==> config.mk <==
export PLATFORM = sky130hd
export DESIGN_NAME = serial_adder
export DESIGN_NICKNAME = d
export VERILOG_FILES = /design/src/rtl/serial_adder.sv
export SDC_FILE = /design/constraint.sdc
export NUM_CORES = 1
export LEC_CHECK = 0
export ABC_AREA = 1
export CAP_MARGIN = 10
export CELL_PAD_IN_SITES_DETAIL_PLACEMENT = 1
export CELL_PAD_IN_SITES_GLOBAL_PLACEMENT = 1
export CORE_UTILIZATION = 38
export CTS_CLUSTER_SIZE = 24
export DETAILED_ROUTE_END_ITERATION = 12
export PLACE_DENSITY = 0.76
export SLEW_MARGIN = 10
export SYNTH_ARGS = -nofsm -noshare
export SYNTH_HDL_FRONTEND = slang
export SYNTH_SLANG_ARGS = --single-unit
==> constraint.sdc <==
create_clock -name clk -period 2 [get_ports clk]
set_input_delay 0.3 -clock clk [delete_from_list [all_inputs] [get_ports clk]]
set_output_delay 0.3 -clock clk [all_outputs]
set_load 0.01 [all_outputs]
==> src/rtl/serial_adder.sv <==
// Digit-serial adder/subtractor: DIGIT bits per clock through a ripple chain with a registered carry.
// Optional signed-overflow output is enabled by defining SERIAL_ADDER_OVF_EN.
module serial_adder #(
  parameter int WIDTH = 16,
  parameter int DIGIT = 4
) (
  input  logic             clk,
  input  logic             rst_n,
  input  logic             start,
  input  logic             sub,
  input  logic [WIDTH-1:0] a,
  input  logic [WIDTH-1:0] b,
  input  logic             ci,
  output logic             busy,
  output logic             done,
  output logic [WIDTH-1:0] sum,
  output logic             co,
  output logic             ovf
);

  localparam int STEPS = WIDTH / DIGIT;
  localparam int CNT_W = (STEPS > 1) ? $clog2(STEPS) : 1;
  localparam logic [CNT_W-1:0] LAST = CNT_W'(STEPS - 1);

  typedef enum logic [1:0] {S_IDLE, S_RUN, S_DONE} state_t;

  state_t           state_q, state_d;
  logic [WIDTH-1:0] a_q, a_d, b_q, b_d;
  logic [WIDTH-1:0] psum_q, psum_d, sum_q, sum_d;
  logic             c_q, c_d, co_q, co_d;
  logic [CNT_W-1:0] cnt_q, cnt_d;
  logic [DIGIT-1:0] dsum;
  logic             cout;
  logic [WIDTH-1:0] shifted;
`ifdef SERIAL_ADDER_OVF_EN
  logic             ovf_q, ovf_d;
  logic             cmsb;
`endif

  // DIGIT-cell ripple chain on the low digit of the operand shift registers
  assign {cout, dsum} = {1'b0, a_q[DIGIT-1:0]} + {1'b0, b_q[DIGIT-1:0]} + {{DIGIT{1'b0}}, c_q};
  // New digit enters at the MSB end; after STEPS shifts the register holds the full result
  assign shifted = (psum_q >> DIGIT) | (WIDTH'(dsum) << (WIDTH - DIGIT));
`ifdef SERIAL_ADDER_OVF_EN
  assign cmsb = dsum[DIGIT-1] ^ a_q[DIGIT-1] ^ b_q[DIGIT-1];
`endif

  always_comb begin
    state_d = state_q;
    a_d     = a_q;
    b_d     = b_q;
    c_d     = c_q;
    psum_d  = psum_q;
    cnt_d   = cnt_q;
    sum_d   = sum_q;
    co_d    = co_q;
`ifdef SERIAL_ADDER_OVF_EN
    ovf_d   = ovf_q;
`endif
    case (state_q)
      S_IDLE, S_DONE: begin
        state_d = S_IDLE;
        if (start) begin
          state_d = S_RUN;
          a_d     = a;
          b_d     = sub ? ~b : b;
          c_d     = ci ^ sub;
          cnt_d   = '0;
        end
      end
      S_RUN: begin
        a_d    = a_q >> DIGIT;
        b_d    = b_q >> DIGIT;
        c_d    = cout;
        psum_d = shifted;
        cnt_d  = cnt_q + CNT_W'(1);
        if (cnt_q == LAST) begin
          state_d = S_DONE;
          sum_d   = shifted;
          co_d    = cout;
`ifdef SERIAL_ADDER_OVF_EN
          ovf_d   = cmsb ^ cout;
`endif
        end
      end
      default: state_d = S_IDLE;
    endcase
  end

  always_ff @(posedge clk or negedge rst_n) begin
    if (!rst_n) begin
      state_q <= S_IDLE;
      a_q     <= '0;
      b_q     <= '0;
      c_q     <= 1'b0;
      psum_q  <= '0;
      cnt_q   <= '0;
      sum_q   <= '0;
      co_q    <= 1'b0;
`ifdef SERIAL_ADDER_OVF_EN
      ovf_q   <= 1'b0;
`endif
    end else begin
      state_q <= state_d;
      a_q     <= a_d;
      b_q     <= b_d;
      c_q     <= c_d;
      psum_q  <= psum_d;
      cnt_q   <= cnt_d;
      sum_q   <= sum_d;
      co_q    <= co_d;
`ifdef SERIAL_ADDER_OVF_EN
      ovf_q   <= ovf_d;
`endif
    end
  end

  assign busy = (state_q == S_RUN);
  assign done = (state_q == S_DONE);
  assign sum  = sum_q;
  assign co   = co_q;
`ifdef SERIAL_ADDER_OVF_EN
  assign ovf  = ovf_q;
`else
  assign ovf  = 1'b0;
`endif

endmodule

After elaboration in Yosys (flattened, before gate mapping)
Index checks and enable logic that the tools add are counted.
{"block": "classes", "addsub": 3, "eq_ne": 5, "mux": 12, "bitwise_logic": 3, "n_reduce_logical": 5}
{"cell": "$pmux 16 s2", "count": 2}
{"cell": "$mux 16", "count": 3}
{"cell": "$not 16->16", "count": 1}
{"cell": "$or 12x16->16", "count": 1}
{"cell": "$pmux 2 s2", "count": 2}
{"cell": "$add 4x4->5", "count": 1}
{"cell": "$add 5x1->5", "count": 1}
{"cell": "$eq 2x2->1 const B", "count": 2}
{"cell": "$mux 2", "count": 2}
{"cell": "$reduce_and 2->1", "count": 2}
{"cell": "$add 2x1->2 const B", "count": 1}
{"cell": "$eq 2x1->1 const B", "count": 1}
{"cell": "$logic_not 2->1", "count": 1}
{"cell": "$mux 1", "count": 2}
{"cell": "$ne 2x1->1 const B", "count": 1}
{"cell": "$ne 2x2->1 const B", "count": 1}
{"cell": "$pmux 1 s2", "count": 1}
{"cell": "$reduce_bool 2->1", "count": 1}
{"cell": "$reduce_or 2->1", "count": 1}
{"cell": "$xor 1x1->1", "count": 1}
{"block": "totals", "regBits": 70, "inputBits": 37, "output_inout_bits": 20, "wordCells": 36}

Longest topological paths before layout
{"block": "logic_depth", "word_depth": 4, "ltp_mapped": 7, "mapped_depth_nobuf": 7}

Worst setup path after synthesis
OpenSTA, ideal clock, no wires.
{"block": "synth_timing", "path_kind": "register -> register", "start": "register a_q[0]", "end": "register psum_q[13]", "setup_ns": 0.083, "arrival_ns": 1.456, "t_required_ns": 1.917, "path_slack_ns": 0.462, "path_stages_with_launch": 5, "n_path_buf": 0, "period_less_slack_ns": 1.538, "path_cell_list": "dfrtp_1 -> fa_1 -> inv_1 -> fa_1 -> o21ai_0"}
{"block": "synth_via", "elab_chain_len": 3}
{"item": "start: declaration", "line": "28", "rtl": "logic [WIDTH-1:0] a_q, a_d, b_q, b_d;"}
{"item": "start signal: assignment", "line": "93", "rtl": "a_q <= '0;"}
{"item": "start signal: assignment", "line": "105", "rtl": "a_q <= a_d;"}
{"item": "$add 4x4->5", "line": "41", "rtl": "assign {cout, dsum} = {1'b0, a_q[DIGIT-1:0]} + {1'b0, b_q[DIGIT-1:0]} + {{DIGIT{1'b0}}, c_q};"}
{"item": "$add 5x1->5", "line": "41"}
{"item": "$or 12x16->16", "line": "43", "rtl": "assign shifted = (psum_q >> DIGIT) | (WIDTH'(dsum) << (WIDTH - DIGIT));"}
{"item": "end signal: assignment", "line": "108", "rtl": "psum_q <= psum_d;"}
{"item": "end: declaration", "line": "29", "rtl": "logic [WIDTH-1:0] psum_q, psum_d, sum_q, sum_d;"}
Every way passes these cells.
A chain may end at the register's enable or synchronous reset.

Final worst setup path
{"block": "layout_timing", "start": "register state_q[0]", "end": "output busy"}
{"block": "layout_via", "elab_chain_len": 1}
{"item": "start: declaration", "line": "27", "rtl": "state_t state_q, state_d;"}
{"item": "start signal: assignment", "line": "104", "rtl": "state_q <= state_d;"}
{"item": "$eq 2x1->1", "line": "118", "rtl": "assign busy = (state_q == S_RUN);"}
{"item": "end: declaration", "line": "14", "rtl": "output logic busy,"}
Every way passes these cells.

==> flow_summary.toml <==
[setup_path]
cp-end-kind = "output port"
r2r_end = "psum_q[13]"
crit_buf_inv = 2
cp_top_family = "buffers and inverters"
cp.required_ns = 1.70
worstSetupPathType = "flip-flop to output port"
path_cells = "nand2_2 > inv_2 > clkdlybuf4s50_1"
slowest_stage = "clkdlybuf4s50_1"
crit_path_start_kind = "flip-flop"
reg2reg_from = "a_q[0]"
cp.arrival_ns = 1.50
ff2ff_setup_slack_ns = 0.34
cp_slowest_stage_delay_ns = 0.54
reg2regPathDepth = 4
crit_fanout = 4

[clocking]
cts.path.max_buffers = 2
cts.repair.resized = 0
cts_tree = "built"
clkSinkCount = 66
htree_levels = 3
clk_latency_ns = 0.33
post-cts-setup-buffer-count = 0
cts-root-buf = "clkbuf_8"
cts_buffers = 9
clk_pin_slew_ns = 0.07

[power]
combPwrFrac_pct = 41.4
power.switching_w = 0.00229
p_per_area_nw_per_um2 = 1560
internal_power_w = 0.00371
leakage_nw = 1.85
power.share.clock_pct = 20.4
peakVddDrop_uv = 583
pwr-share-seq_pct = 38.2
switching_share_pct = 38.1

[timing]
period_minus_slack_ns = 1.80
skew_ns = 0.00482
grt_setup_unrepaired = "false"
fin_tns_setup_ns = 0
finalHoldViolCount = 0
post-route-period-util_pct = 90.2
fin_ws_ns = 0.195
slew_violations = 0
fmax_mhz = 554
setup_viol = 0
worst_slew_pin_slew_ns = 0.514
slew_headroom_pct = 65.7

[logic_synthesis]
yosysSeqAreaShare_pct = 55.5
synth_top_area_share_pct = 55.5
synth_common_cells = "146 x nand2_1, 66 x dfrtp_1, 25 x nand3_1"
synth_area_sq_um = 2980
yosys_register_bits = 66
yosysMostFrequentCell = "nand2_1"
ys_warn_count = 0
yosys-top-cells-area = "dfrtp_1 55%, nand2_1 18%, nand3_1 4.2%, o21ai_0 3.0%, inv_1 2.5%"
synth_edf_count = 0
synth-async-reset-ratio_pct = 100
ys_types = 21
syn_avg_cell_area_sq_um = 8.48
syn_inst = 351
synthFlopType = "dfrtp_1"
yosysTopAreaCell = "dfrtp_1"
synthesis.nets = 394

[grt]
grt_pass1_vias = 2590
grt_start_max_net_pins = 32
grt_pass1_wl_um = 12400
grt.overflow.total = 0
antenna_found_initial = 0
grt_use_total_pct = 19.2

[route]
vias = 2456
wire_per_inst_um = 13.4
top_layer_used = "met4"
viasPerCell = 4.78
drt_first_pass_iters = 4
wl_met1_um = 3220
first_iter_violations = 108
wl_met2_um = 3390
antenna_left = 0
drc = 0
drt_wl_total_um = 6910
dr_wl_met3_um = 203

[floorplan]
core-area_sq_um = 7410
die-area_sq_um = 8190
rows = 31
start_util_pct = 40.2
ios = 57
die_h_um = 90.5
die_x_um = 90.5

[cells_and_area]
regArea_sq_um = 1650
post-route-cell-area_sq_um = 3840
fin_nets = 453
multi_input_area_sq_um = 1130
area_growth_pct = 29.1
drive_above_1_share_pct = 6.75
nFillCells = 893
antenna_cells = 0

[run_status]
outcome = "completed"

[placed_design]
globalplace.congestion = 0.808
dp_worst_setup_slack_ns = 0.320
dp_hpwl_um = 4950
placed_cell_area_sq_um = 3620
port_buffers = 55

[worst_hold_path]
holdCritPathClass = "primary input to async pin"

[run]
maxCapViolations = 0
==> registers in the layout (all words and copies together), names as in the netlist <==
name     flops
a_q         16
b_q         16
sum         16
psum_q      12
cnt_q        2
state_q      2
c_q          1
co           1
==> power groups by stage <==
stage	clock (W)	combinational, W	sequential, W
2_1_floorplan	0	0.00161	0.00229
3_3_place_gp	0	0.00240	0.00228
3_5_place_dp	0	0.00252	0.00231
6_report	0.00122	0.00248	0.00230
5_1_grt	0.00131	0.00285	0.00237
4_1_cts	0.00125	0.00254	0.00230
==> worst register-to-register path, stage by stage, from the launching register on <==
cell	delay, ns
dfrtp_1	0.40
fa_1	0.48
inv_1	0.09
fa_1	0.42
o21ai_0	0.18
==> how the worst max path moves through the flow <==
stage	start	endpoint	depth (start not counted)
floorplan	a_q[0]	psum_q[13]	4
global placement	start	b_q[2]	6
detailed placement	start	b_q[13]	6
CTS	state_q[1]	busy	4
global route	state_q[1]	busy	4
finish	state_q[0]	busy	3
==> cell usage in the layout (no fill, tap or decap), drive strengths merged <==
cell type and n:
a21oi 3, buf 10, bufinv 2, clkbuf 14, clkdlybuf4s50 54, conb 1, dfrtp 66, dlygate4sd3 1
fa 2, ha 4, inv 23, nand2 149, nand3 25, nor2 18, o211ai 5, o21ai 29
xnor2 4, xor2 5
==> kinds of logic after synthesis <==
family	after synthesis	share of synthesized area [%]
AOI/OAI and AO/OA	37	6.64
xor gates and xnor gates	9	2.65
other	1	0.126
buffers and inverters	40	6.43
adders and majority gates	6	3.03
and+or+nand+nor	192	25.7
DFF	66	55.5
==> metal layers <==
metal	vias up	GRT usage, %
met5	-	0
met4	0	6.59
met3	8	3.96
met2	53	32.4
met1	1183	24.5
li1	1212	-
==> through the flow <==
step | instances | power (W) | hold slack (ns) | utilization (%)
4_1_cts | 514 | 0.00609 | 0.469 | 51.9
5_1_grt | 514 | 0.00653 | 0.489 | 51.9
3_3_place_gp | 497 | 0.00468 | 0.288 | 48.9
3_5_place_dp | 497 | 0.00484 | 0.290 | 48.9
2_1_floorplan | 351 | 0.00390 | 0.00441 | -
6_report | 514 | 0.00600 | 0.462 | 51.9
==> final cells by class <==
| type | instances | area share (%) |
|---|---|---|
| Multi-Input combinational cell | 245 | 29.5 |
| Tap cell | 99 | 3.22 |
| Sequential cell | 66 | 43.0 |
| Inverter | 23 | 2.25 |
| Clock inverter | 2 | 1.56 |
| Clock buffer | 14 | 3.97 |
| Timing Repair Buffer | 65 | 16.5 |
==> repair_timing <==
| item | in CTS | in global routing |
|---|---|---|
| hold buffers | 1 | 0 |
| endpoints found under the setup margin | 0 | 0 |
| hold endpoints to repair | 18 | 0 |
No activity file was read; power rests on OpenSTA's default activity.
